### config.mk
export PLATFORM = sky130hd
export DESIGN_NAME = mdu_iterative_flat
export DESIGN_NICKNAME = d
export VERILOG_FILES = /design/src/rtl/mdu_pkg.sv /design/src/rtl/mdu_iterative_if.sv /design/src/rtl/mdu_div_core.sv /design/src/rtl/mdu_iterative.sv /design/src/flat_wrapper.sv
export SDC_FILE = /design/constraint.sdc
export NUM_CORES = 1
export LEC_CHECK = 0
export BUFFER_PORTS_ARGS = -buffer_cell sky130_fd_sc_hd__buf_4
export CAP_MARGIN = 10
export CORE_UTILIZATION = 50
export CTS_CLUSTER_DIAMETER = 100
export DETAILED_ROUTE_END_ITERATION = 12
export GPL_TIMING_DRIVEN = 0
export PLACE_DENSITY = 0.7
export SETUP_SLACK_MARGIN = 0.3
export SLEW_MARGIN = 20
export SYNTH_ARGS = -nofsm -noshare
export SYNTH_HDL_FRONTEND = slang
export SYNTH_SLANG_ARGS = --single-unit
### constraint.sdc
create_clock -name clk -period 4.6 [get_ports clk]
set_clock_uncertainty 0.15 [all_clocks]
set_input_delay 0.46 -clock clk [delete_from_list [all_inputs] [get_ports clk]]
set_output_delay 0.46 -clock clk [all_outputs]
set_load 0.01 [all_outputs]
### src/rtl/mdu_pkg.sv
// Shared definitions for the iterative multiply/divide unit: opcode and funct
// codes, FSM state encoding, flag bit positions and a flag packing helper.
// The optional madd/maddu codes are only decoded when MDU_MADD_EN is defined.
package mdu_pkg;

    localparam logic [5:0] OP_SPECIAL  = 6'h00;
    localparam logic [5:0] OP_SPECIAL2 = 6'h1C;

    localparam logic [5:0] FUNCT_MFHI  = 6'h10;
    localparam logic [5:0] FUNCT_MTHI  = 6'h11;
    localparam logic [5:0] FUNCT_MFLO  = 6'h12;
    localparam logic [5:0] FUNCT_MTLO  = 6'h13;
    localparam logic [5:0] FUNCT_MULT  = 6'h18;
    localparam logic [5:0] FUNCT_MULTU = 6'h19;
    localparam logic [5:0] FUNCT_DIV   = 6'h1A;
    localparam logic [5:0] FUNCT_DIVU  = 6'h1B;
    localparam logic [5:0] FUNCT_MADD  = 6'h00;
    localparam logic [5:0] FUNCT_MADDU = 6'h01;

    localparam int FLAG_ZERO = 2;
    localparam int FLAG_NEG  = 1;
    localparam int FLAG_DBZ  = 0;

    typedef enum logic [2:0] {
        ST_IDLE,
        ST_MUL,
        ST_DIV,
        ST_FIX,
        ST_DONE
    } mdu_state_t;

    function automatic logic [2:0] make_flags(input logic zero, input logic neg, input logic dbz);
        logic [2:0] f;
        f            = '0;
        f[FLAG_ZERO] = zero;
        f[FLAG_NEG]  = neg;
        f[FLAG_DBZ]  = dbz;
        return f;
    endfunction

endpackage

### src/rtl/mdu_iterative_if.sv
// Instruction/operand/result bundle between the EX stage and the multiply/
// divide unit. The pipeline side is the master; the unit is the slave.
interface mdu_iterative_if #(parameter int XLEN = 32);

    logic [31:0]     instruction;
    logic [XLEN-1:0] regA;
    logic [XLEN-1:0] regB;
    logic            in_valid;
    logic            in_ready;
    logic [XLEN-1:0] result;
    logic [2:0]      flags;
    logic            out_valid;
    logic            busy;

    modport master (
        output instruction, regA, regB, in_valid,
        input  in_ready, result, flags, out_valid, busy
    );

    modport slave (
        input  instruction, regA, regB, in_valid,
        output in_ready, result, flags, out_valid, busy
    );

endinterface

### src/rtl/mdu_div_core.sv
// Restoring divider datapath working on operand magnitudes. The parent FSM
// loads it once and then steps it XLEN times; each step shifts one dividend
// bit into the partial remainder and produces one quotient bit.
module mdu_div_core #(
    parameter int XLEN = 32
) (
    input  logic            clk,
    input  logic            load,
    input  logic            step,
    input  logic [XLEN-1:0] dividend,
    input  logic [XLEN-1:0] divisor,
    output logic [XLEN-1:0] quotient,
    output logic [XLEN-1:0] remainder
);

    logic [XLEN-1:0] rem_q;
    logic [XLEN-1:0] quo_q;
    logic [XLEN-1:0] dvs_q;
    logic [XLEN:0]   shifted;
    logic [XLEN:0]   trial;

    // Trial subtraction of the divisor from the shifted partial remainder;
    // a set top bit means the subtraction went negative and is discarded.
    always_comb begin
        shifted = {rem_q, quo_q[XLEN-1]};
        trial   = shifted - {1'b0, dvs_q};
    end

    // Remainder/quotient shift registers, advanced one bit per step.
    always_ff @(posedge clk) begin
        if (load) begin
            rem_q <= '0;
            quo_q <= dividend;
            dvs_q <= divisor;
        end else if (step) begin
            if (!trial[XLEN]) begin
                rem_q <= trial[XLEN-1:0];
                quo_q <= {quo_q[XLEN-2:0], 1'b1};
            end else begin
                rem_q <= shifted[XLEN-1:0];
                quo_q <= {quo_q[XLEN-2:0], 1'b0};
            end
        end
    end

    assign quotient  = quo_q;
    assign remainder = rem_q;

endmodule

### src/rtl/mdu_iterative.sv
// Iterative multiply/divide unit with architectural HI/LO registers.
// mult/multu/div/divu run for XLEN+2 cycles; mfhi/mflo/mthi/mtlo answer in
// one cycle. Defining MDU_MADD_EN adds madd/maddu, which accumulate the
// product into {HI,LO}.
module mdu_iterative
    import mdu_pkg::*;
#(
    parameter int XLEN  = 32,
    parameter int CNT_W = $clog2(XLEN) + 1
) (
    input  logic          clk,
    input  logic          rst,
    mdu_iterative_if.slave bus
);

    mdu_state_t        state_q, state_d;
    logic [XLEN-1:0]   hi_q, lo_q, result_q, mcand_q;
    logic [2:0]        flags_q;
    logic              out_valid_q;
    logic [2*XLEN-1:0] prod_q, prod_fix, mul_total;
    logic [CNT_W-1:0]  count_q;
    logic              is_div_q, neg_res_q, neg_rem_q;
`ifdef MDU_MADD_EN
    logic              is_madd_q;
`endif

    logic [5:0]        opcode, funct;
    logic              is_special, accept, div_by_zero, op_signed;
    logic              op_mfhi, op_mthi, op_mflo, op_mtlo, op_mul, op_div, op_madd;
    logic [XLEN-1:0]   mag_a, mag_b, mul_addend, div_quo, div_rem, quo_fix, rem_fix;
    logic [XLEN:0]     mul_sum;
    logic              div_load, div_step;
    logic              unused_instr_bits;

    assign unused_instr_bits = ^bus.instruction[25:6];

    // Instruction decode and operand magnitudes for the signed variants.
    always_comb begin
        opcode      = bus.instruction[31:26];
        funct       = bus.instruction[5:0];
        is_special  = (opcode == OP_SPECIAL);
        accept      = bus.in_valid && (state_q == ST_IDLE);
        op_mfhi     = is_special && (funct == FUNCT_MFHI);
        op_mthi     = is_special && (funct == FUNCT_MTHI);
        op_mflo     = is_special && (funct == FUNCT_MFLO);
        op_mtlo     = is_special && (funct == FUNCT_MTLO);
        op_madd     = 1'b0;
`ifdef MDU_MADD_EN
        op_madd     = (opcode == OP_SPECIAL2) && ((funct == FUNCT_MADD) || (funct == FUNCT_MADDU));
`endif
        op_mul      = (is_special && ((funct == FUNCT_MULT) || (funct == FUNCT_MULTU))) || op_madd;
        op_div      = is_special && ((funct == FUNCT_DIV) || (funct == FUNCT_DIVU));
        op_signed   = (is_special && ((funct == FUNCT_MULT) || (funct == FUNCT_DIV)))
                    || (op_madd && (funct == FUNCT_MADD));
        div_by_zero = (bus.regB == '0);
        mag_a       = (op_signed && bus.regA[XLEN-1]) ? -bus.regA : bus.regA;
        mag_b       = (op_signed && bus.regB[XLEN-1]) ? -bus.regB : bus.regB;
    end

    // Next-state logic; also tells the divider when to load and when to step.
    always_comb begin
        state_d  = state_q;
        div_load = 1'b0;
        div_step = 1'b0;
        case (state_q)
            ST_IDLE: begin
                if (accept && op_mul) begin
                    state_d = ST_MUL;
                end else if (accept && op_div) begin
                    if (div_by_zero) begin
                        state_d = ST_DONE;
                    end else begin
                        state_d  = ST_DIV;
                        div_load = 1'b1;
                    end
                end
            end
            ST_MUL:  if (count_q == CNT_W'(1)) state_d = ST_FIX;
            ST_DIV: begin
                div_step = 1'b1;
                if (count_q == CNT_W'(1)) state_d = ST_FIX;
            end
            ST_FIX:  state_d = ST_DONE;
            ST_DONE: state_d = ST_IDLE;
            default: state_d = ST_IDLE;
        endcase
    end

    // State register.
    always_ff @(posedge clk) begin
        if (rst) state_q <= ST_IDLE;
        else     state_q <= state_d;
    end

    // Shift-add step, sign correction and (optionally) accumulation into HI/LO.
    always_comb begin
        mul_addend = prod_q[0] ? mcand_q : '0;
        mul_sum    = {1'b0, prod_q[2*XLEN-1:XLEN]} + {1'b0, mul_addend};
        prod_fix   = neg_res_q ? -prod_q : prod_q;
        mul_total  = prod_fix;
`ifdef MDU_MADD_EN
        if (is_madd_q) mul_total = {hi_q, lo_q} + prod_fix;
`endif
        quo_fix    = neg_res_q ? -div_quo : div_quo;
        rem_fix    = neg_rem_q ? -div_rem : div_rem;
    end

    // Datapath: single-cycle HI/LO moves, multiply iterations, and the HI/LO
    // write on the edge leaving FIX so that DONE presents the result.
    always_ff @(posedge clk) begin
        if (rst) begin
            hi_q        <= '0;
            lo_q        <= '0;
            result_q    <= '0;
            flags_q     <= '0;
            out_valid_q <= 1'b0;
            prod_q      <= '0;
            mcand_q     <= '0;
            count_q     <= '0;
            is_div_q    <= 1'b0;
            neg_res_q   <= 1'b0;
            neg_rem_q   <= 1'b0;
`ifdef MDU_MADD_EN
            is_madd_q   <= 1'b0;
`endif
        end else begin
            out_valid_q <= 1'b0;
            case (state_q)
                ST_IDLE: begin
                    if (accept) begin
                        if (op_mfhi) begin
                            result_q    <= hi_q;
                            flags_q     <= make_flags(hi_q == '0, hi_q[XLEN-1], 1'b0);
                            out_valid_q <= 1'b1;
                        end else if (op_mflo) begin
                            result_q    <= lo_q;
                            flags_q     <= make_flags(lo_q == '0, lo_q[XLEN-1], 1'b0);
                            out_valid_q <= 1'b1;
                        end else if (op_mthi) begin
                            hi_q        <= bus.regA;
                            result_q    <= bus.regA;
                            flags_q     <= '0;
                            out_valid_q <= 1'b1;
                        end else if (op_mtlo) begin
                            lo_q        <= bus.regA;
                            result_q    <= bus.regA;
                            flags_q     <= '0;
                            out_valid_q <= 1'b1;
                        end else if (op_mul) begin
                            prod_q    <= {{XLEN{1'b0}}, mag_b};
                            mcand_q   <= mag_a;
                            count_q   <= CNT_W'(XLEN);
                            is_div_q  <= 1'b0;
                            neg_res_q <= op_signed && (bus.regA[XLEN-1] ^ bus.regB[XLEN-1]);
`ifdef MDU_MADD_EN
                            is_madd_q <= op_madd;
`endif
                        end else if (op_div) begin
                            if (div_by_zero) begin
                                hi_q        <= bus.regA;
                                lo_q        <= '1;
                                result_q    <= '1;
                                flags_q     <= make_flags(1'b0, 1'b1, 1'b1);
                                out_valid_q <= 1'b1;
                            end else begin
                                count_q   <= CNT_W'(XLEN);
                                is_div_q  <= 1'b1;
                                neg_res_q <= op_signed && (bus.regA[XLEN-1] ^ bus.regB[XLEN-1]);
                                neg_rem_q <= op_signed && bus.regA[XLEN-1];
                            end
                        end
                    end
                end
                ST_MUL: begin
                    prod_q  <= {mul_sum, prod_q[XLEN-1:1]};
                    count_q <= count_q - CNT_W'(1);
                end
                ST_DIV: count_q <= count_q - CNT_W'(1);
                ST_FIX: begin
                    out_valid_q <= 1'b1;
                    if (is_div_q) begin
                        lo_q     <= quo_fix;
                        hi_q     <= rem_fix;
                        result_q <= quo_fix;
                        flags_q  <= make_flags(quo_fix == '0, quo_fix[XLEN-1], 1'b0);
                    end else begin
                        {hi_q, lo_q} <= mul_total;
                        result_q     <= mul_total[XLEN-1:0];
                        flags_q      <= make_flags(mul_total == '0, mul_total[XLEN-1], 1'b0);
                    end
                end
                default: ;
            endcase
        end
    end

    mdu_div_core #(.XLEN(XLEN)) u_div_core (
        .clk       (clk),
        .load      (div_load),
        .step      (div_step),
        .dividend  (mag_a),
        .divisor   (mag_b),
        .quotient  (div_quo),
        .remainder (div_rem)
    );

    assign bus.in_ready  = (state_q == ST_IDLE);
    assign bus.busy      = (state_q != ST_IDLE);
    assign bus.result    = result_q;
    assign bus.flags     = flags_q;
    assign bus.out_valid = out_valid_q;

endmodule

### src/flat_wrapper.sv
// flat-port wrapper written by rule: the top's interface ports become plain ports
module mdu_iterative_flat import mdu_pkg::*;
#(
    parameter int XLEN  = 32,
    parameter int CNT_W = $clog2(XLEN) + 1
)
  (clk, rst, bus_instruction, bus_regA, bus_regB, bus_in_valid, bus_in_ready, bus_result, bus_flags, bus_out_valid, bus_busy);
  mdu_iterative_if #(.XLEN(XLEN)) bus_i ();
  input  logic clk;
  input  logic rst;
  input wire logic [$bits(bus_i.instruction)-1:0] bus_instruction;
  input wire logic [$bits(bus_i.regA)-1:0] bus_regA;
  input wire logic [$bits(bus_i.regB)-1:0] bus_regB;
  input wire logic [$bits(bus_i.in_valid)-1:0] bus_in_valid;
  output wire logic [$bits(bus_i.in_ready)-1:0] bus_in_ready;
  output wire logic [$bits(bus_i.result)-1:0] bus_result;
  output wire logic [$bits(bus_i.flags)-1:0] bus_flags;
  output wire logic [$bits(bus_i.out_valid)-1:0] bus_out_valid;
  output wire logic [$bits(bus_i.busy)-1:0] bus_busy;
  assign bus_i.instruction = bus_instruction;
  assign bus_i.regA = bus_regA;
  assign bus_i.regB = bus_regB;
  assign bus_i.in_valid = bus_in_valid;
  assign bus_in_ready = bus_i.in_ready;
  assign bus_result = bus_i.result;
  assign bus_flags = bus_i.flags;
  assign bus_out_valid = bus_i.out_valid;
  assign bus_busy = bus_i.busy;
  mdu_iterative #(.XLEN(XLEN), .CNT_W(CNT_W)) u_core (.clk(clk), .rst(rst), .bus(bus_i));
endmodule
==> results of run 1 <==
## area by class of cell
class,count,area (um2)
clock buffer,51,1110
sequential,304,6730
inverter,74,278
clock inverter,17,278
tap,577,722
timing repair buffer,118,917
fill,3989,17500
multi-input combinational,2220,14000
buffer,198,783
antenna,1,2.50
## final timing paths
kind	start	to	slack, ps	cells past startpoint
max	u_core.neg_res_q	u_core.bus.result[19]	270	8
max reg2reg	u_core.neg_res_q	u_core.bus.result[19]	270	8
min reg2reg	u_core.bus.result[0]	u_core.bus.result[0]	320	2
min	bus_regB[8]	u_core.prod_q[8]	100	4
## critical path, stage by stage, from the launching register on
cell and delay, ps:
dfxtp_1 310, clkbuf_1 320, clkbuf_1 670, clkbuf_1 560, clkbuf_1 710, o21ai_0 270
xnor2_1 560, o211ai_1 340, a311oi_1 340
## metrics by stage
stage | std cells | area, um2 | utilization (%)
6_report | 3560 | 24800 | 58.5
5_1_grt | 3559 | 24800 | 58.5
4_1_cts | 3555 | 24700 | 58.3
3_5_place_dp | 3486 | 23200 | 54.9
3_3_place_gp | 3485 | 23200 | 54.9
2_1_floorplan | 2796 | 21700 | -
## cells by family after synthesis
logic type      count (synthesis)  synth area share, %
compound gates                805                 25.7
xor+xnor                      224                 9.06
fa+ha+maj                      75                 4.40
buf+inv                       272                 4.85
flops                         304                 31.1
mux                            18                0.942
simple gates                 1098                 24.0
## cell usage after synthesis, drive strengths merged (6+ instances only)
library cell,n,area [um2]
buf,28,133
o41ai,21,184
nand3,68,345
mux2,6,71.3
nand2,371,1390
nand2b,22,138
clkbuf,170,641
a211oi,52,390
a22o,8,70.1
a32oi,13,114
o21ai,126,631
a21o,33,248
o31ai,47,367
o31a,11,98.9
or3,42,277
o211ai,92,691
a22oi,50,375
nor2b,15,93.8
ha,73,913
or4,24,195
edfxtp,64,1920
nor3,72,377
o21a,14,105
nor2,300,1130
nand4,47,294
xor2,110,963
a211o,7,61.3
nor4,41,290
and2,42,263
and3,16,100
dfxtp,240,4800
a21oi,167,836
mux2i,11,110
a311oi,91,797
xnor2,114,998
or2,10,62.6
a31o,8,70.1
inv,73,274
a31oi,23,144
## cells in the final DEF, fill, tap and decap left out, types with 70 or more instances in the layout
| cell type | synthesis | routed |
|---|---|---|
| xnor2_1 | 114 | 114 |
| o211ai_1 | 92 | 92 |
| inv_1 | 73 | 72 |
| buf_4 | 1 | 115 |
| o21ai_0 | 125 | 124 |
| nand2_1 | 371 | 371 |
| xor2_1 | 110 | 109 |
| a21oi_1 | 167 | 167 |
| nor2_1 | 299 | 297 |
| a311oi_1 | 91 | 91 |
| dfxtp_1 | 240 | 240 |
| clkbuf_1 | 168 | 166 |
| nor3_1 | 70 | 70 |
| ha_1 | 73 | 73 |
## state kept, by name (all words and copies together) (netlist names)
signal / count
u_core.u_div_core.dvs_q: 32
u_core.count_q: 6
u_core.prod_q: 64
u_core.neg_res_q: 1
u_core.lo_q: 32
u_core.u_div_core.remainder: 32
u_core.bus.flags: 3
u_core.bus.result: 32
u_core.mcand_q: 32
u_core.bus.out_valid: 1
u_core.is_div_q: 1
u_core.neg_rem_q: 1
u_core.hi_q: 32
u_core.u_div_core.quotient: 32
u_core.state_q: 3
## per-layer routing
layer / vias to the layer above / track usage [%]
met5: - / 0
met4: 2 / 16.6
met3: 255 / 10.6
met2: 1371 / 60.1
met1: 11300 / 56.3
li1: 10600 / -
## power by group through the flow
stage	Combinational, W	Clock, W	Sequential (W)
CTS	0.00385	0.00337	0.00370
finish	0.00400	0.00336	0.00372
floorplan	0.00270	0	0.00356
global route	0.00432	0.00349	0.00376
detailed placement	0.00380	0	0.00375
global placement	0.00371	0	0.00374
## timing repair
item                       4_1_cts  5_1_grt
setup buffers                    0        3
hold buffers                     1        0
pin swaps                        1        2
cloned                           0        0
resized for setup               11       10
hold endpoints to repair         1        0
setup endpoints to repair      221      124
==> impl_metrics.tcl, run 1 <==
set metrics [dict create \
    status "complete, no violations" \
    required_ps 4910 \
    dr_wl_met2_mm 38.4 \
    holdWs_ps 98.4 \
    cts.sinks 304 \
    drc_errors 0 \
    rsz0062_at_grt "false" \
    core_um2 42300 \
    p_int_w 0.00673 \
    synth_area_um2 21700 \
    fin_crit_sh_pct 94.1 \
    yosysSeqAreaShare_pct 31.1 \
    grt_pass1_wl_mm 135 \
    crit_path_start_kind "flip-flop" \
    dieArea_um2 44100 \
    grt_max_degree 35 \
    met1_length_mm 38.4 \
    dp_hpwl_mm 72.6 \
    worstSkewPairLatency_ps 560 \
    drtIter0Drc 3101 \
    viasPerCell 6.61 \
    antenna_left 0 \
    place_ws_ps -953 \
    power_density_nw_per_um2 448 \
    wirelength_mm 91.9 \
    p_sw_share_pct 39.4 \
    vias 23500 \
    max-cap-violations 0 \
    cts_root_buf "clkbuf_16" \
    cts_made_buffers 38 \
    clkPwrFrac_pct 30.3 \
    syn2layout_area_growth_pct 14.4 \
    grt_use_total_pct 40.8 \
    slew_violations 0 \
    initial_core_util_pct 51.2 \
    antenna_found_initial 2 \
    worst_ep_arrival_time_ps 4640 \
    cts_tree "yes" \
    dr_wl_met3_mm 11.1 \
    syn_nets 2970 \
    portBuffers 112 \
    p_leak_nw 9.10 \
    layout-drive-gt1-share_pct 8.89 \
    tightest_slew_ps 1110 \
    crit_fanout 10 \
    fmax_mhz 231 \
    grt_overflow 0 \
    ys_ff_latch 304 \
    dieWidth_um 210 \
    finalNetCount 3128 \
    cts_max_level 2 \
    first_global_vias 21300 \
    combPwrFrac_pct 36.1 \
    clk_path_buf_depth 3 \
    async_flop_share_pct 0 \
    synth-edff-count 64 \
    setup.worst_path.class "flip-flop to flip-flop" \
    fin_setup_tns_ps 0 \
    setup_viol 0 \
    gp_congestion 1.09 \
    wire_per_inst_um 25.8 \
    synth_cell_type_count 89 \
    path_clk_slew_ps 60 \
    slew_headroom_pct 25.4 \
    end_kind "flip-flop" \
    highest_layer "met5" \
    peakVddDrop_v 0.000310 \
    die_y_um 210 \
    fin_ws_ps 269 \
    dr.pass1.iters 6 \
    timing.final.crit_period_ps 4330 \
    seq_power_share_pct 33.6 \
    switchingPower_w 0.00436 \
    hold_class "input pin to flip-flop" \
    ys.flop_type "dfxtp_1" \
    ios 137 \
    hold_viol 0 \
    rows 75 \
    total_power_w 0.0111 \
    postSynthAreaPerCell_um2 7.74 \
    netlist_instances 2796 \
    yosysWarnings 0 \
]
No activity file was read; power rests on OpenSTA's default activity.
==> run 2: changes to the inputs <==
==> constraint.sdc (replaced) <==
create_clock -name clk -period 4.1 [get_ports clk]
set_clock_uncertainty 0.15 [all_clocks]
set_input_delay 0.41 -clock clk [delete_from_list [all_inputs] [get_ports clk]]
set_output_delay 0.41 -clock clk [all_outputs]
set_load 0.01 [all_outputs]
==> run 2 against run 1 <==
Effect of this change:
- sequential share of layout area fell by 0.22 points
- register-to-register slack got worse by 80 ps
- hold slack got worse by 65 ps
==> impl_metrics.tcl, run 2 (same netlist as run 1, synthesis figures left out) <==
set metrics [dict create \
    finalNetCount 3142 \
    rsz0062_at_grt "true" \
    hold_viol 0 \
    antenna_cells 0 \
    final_common_cell "nand2_1" \
    antenna_left 0 \
    highest_layer "met5" \
    met1_length_mm 38.9 \
    clk_path_buf_depth 3 \
    die_y_um 210 \
    first_global_vias 21700 \
    utilization_pct 59.1 \
    setup_viol 0 \
    slew_violations 0 \
    fin_crit_sh_pct 95.5 \
    cp_top_family "simple AND/OR/NAND/NOR gates" \
    ios 137 \
    grt_pass1_wl_mm 137 \
    regMostFlops "u_core.prod_q" \
    viasPerCell 6.70 \
    largest_register_ffs 64 \
    cts_max_level 2 \
    cts.sinks 304 \
    multiInputGateArea_um2 14200 \
    grt_max_degree 36 \
    dieArea_um2 44100 \
    antenna_found_initial 2 \
    mostFrequentLayoutCells "nand2_1, nor2_1, dfxtp_1" \
    initial_core_util_pct 51.2 \
    fmax_mhz 255 \
    regArea_um2 6730 \
    vias 23900 \
    peakVddDrop_v 0.000345 \
    slowest_delay_ps 620 \
    layout-drive-gt1-share_pct 10.9 \
    max-cap-violations 0 \
    gp_congestion 1.06 \
    holdWs_ps 33.5 \
    cts_root_buf "clkbuf_16" \
    status "complete, no violations" \
    end_kind "flip-flop" \
    crit_chain "or3_1 -> or4_1 -> or4_4 -> or3_4 -> mux2_4 -> a32oi_2 -> nor2_1 -> a31oi_1 -> o32ai_1 -> a21o_1" \
    cts_made_buffers 37 \
    required_ps 4410 \
    path_clk_slew_ps 60 \
    grt_overflow 0 \
    dieWidth_um 210 \
    power_density_nw_per_um2 489 \
    rows 75 \
    dr.pass1.iters 6 \
    syn2layout_area_growth_pct 15.4 \
    slew_headroom_pct 18.2 \
    tightest_slew_ps 1220 \
    setup.worst_path.class "flip-flop to flip-flop" \
    wirelength_mm 93.9 \
    critPathBufInv 0 \
    finalNonFillerCells 3570 \
    drc_errors 0 \
    p_leak_nw 9.18 \
    worst_ep_arrival_time_ps 4220 \
    wire_per_inst_um 26.3 \
    crit_slowest_cell "or4_4" \
    crit_path_start_kind "flip-flop" \
    crit_fanout 6 \
    dr_wl_met3_mm 11.0 \
    worstSkewPairLatency_ps 570 \
    portBuffers 112 \
    dp_hpwl_mm 73.6 \
    drtIter0Drc 3145 \
    hold_class "input pin to flip-flop" \
    fillers 3918 \
    core_um2 42300 \
    cts_tree "yes" \
    dr_wl_met2_mm 39.8 \
    timing.final.crit_period_ps 3910 \
    total_power_w 0.0122 \
    placed_cells 3486 \
    grt_use_total_pct 41.4 \
]
==> run 2: cell count changes in the layout (fill, tap and decap cells not counted), sizes merged <==
| cell | change |
|---|---|
| clkinvlp | -1 |
| bufinv | -5 |
| clkinv | +4 |
| clkbuf | -2 |
| buf | +18 |
| diode | -1 |
| inv | -3 |
==> run 2: through the flow <==
step	cell area (um2)	setup WS (ps)	setup TNS [ps]
floorplan	21700	421	0
global placement	23200	-1770	-254140
detailed placement	23200	-1300	-206460
CTS	24700	308	0
global route	25000	177	0
finish	25000	185	0
==> run 2: path summary, 6_finish.rpt <==
kind         slack [ps]                           start  cells past startpoint                   end
max                 190  u_core.u_div_core.quotient[23]                     10   u_core.bus.flags[2]
min                  30                     bus_regB[0]                      3      u_core.prod_q[0]
max reg2reg         190  u_core.u_div_core.quotient[23]                     10   u_core.bus.flags[2]
min reg2reg         310            u_core.bus.result[0]                      2  u_core.bus.result[0]
==> run 2: worst reg2reg max path, delay by kind of cell (launching register included) <==
family / cells / cell delay, ps
muxes: 1 / 310
DFF: 1 / 460
and+or+nand+nor: 5 / 2010
AOI/OAI and AO/OA: 4 / 870
==> run 2: cell type report <==
class	instances	area share [%]
multi-input cells	2220	56.8
flip-flops and latches	304	26.9
clock buffers	52	4.34
repair buffers	133	4.11
plain buffers	198	3.35
well taps	577	2.89
inverters	74	1.11
clock inverters	12	0.441
==> run 2: metal layers <==
metal / vias up / track usage, %
met5: - / 0
met4: 4 / 16.9
met3: 260 / 8.78
met2: 1482 / 62.5
met1: 11500 / 57.3
li1: 10600 / -
==> run 2: power by group <==
| group | switching [W] | internal, W |
|---|---|---|
| registers | 0.000627 | 0.00355 |
| logic | 0.00292 | 0.00178 |
| clock network | 0.00139 | 0.00197 |
==> run 2: timing repair <==
action	CTS	global route
setup buffers	10	7
endpoints found under the hold margin	1	0
gates resized for setup	47	67
gates cloned	0	1
setup endpoints to repair	234	174
pin swaps	5	17
hold buffers	1	0
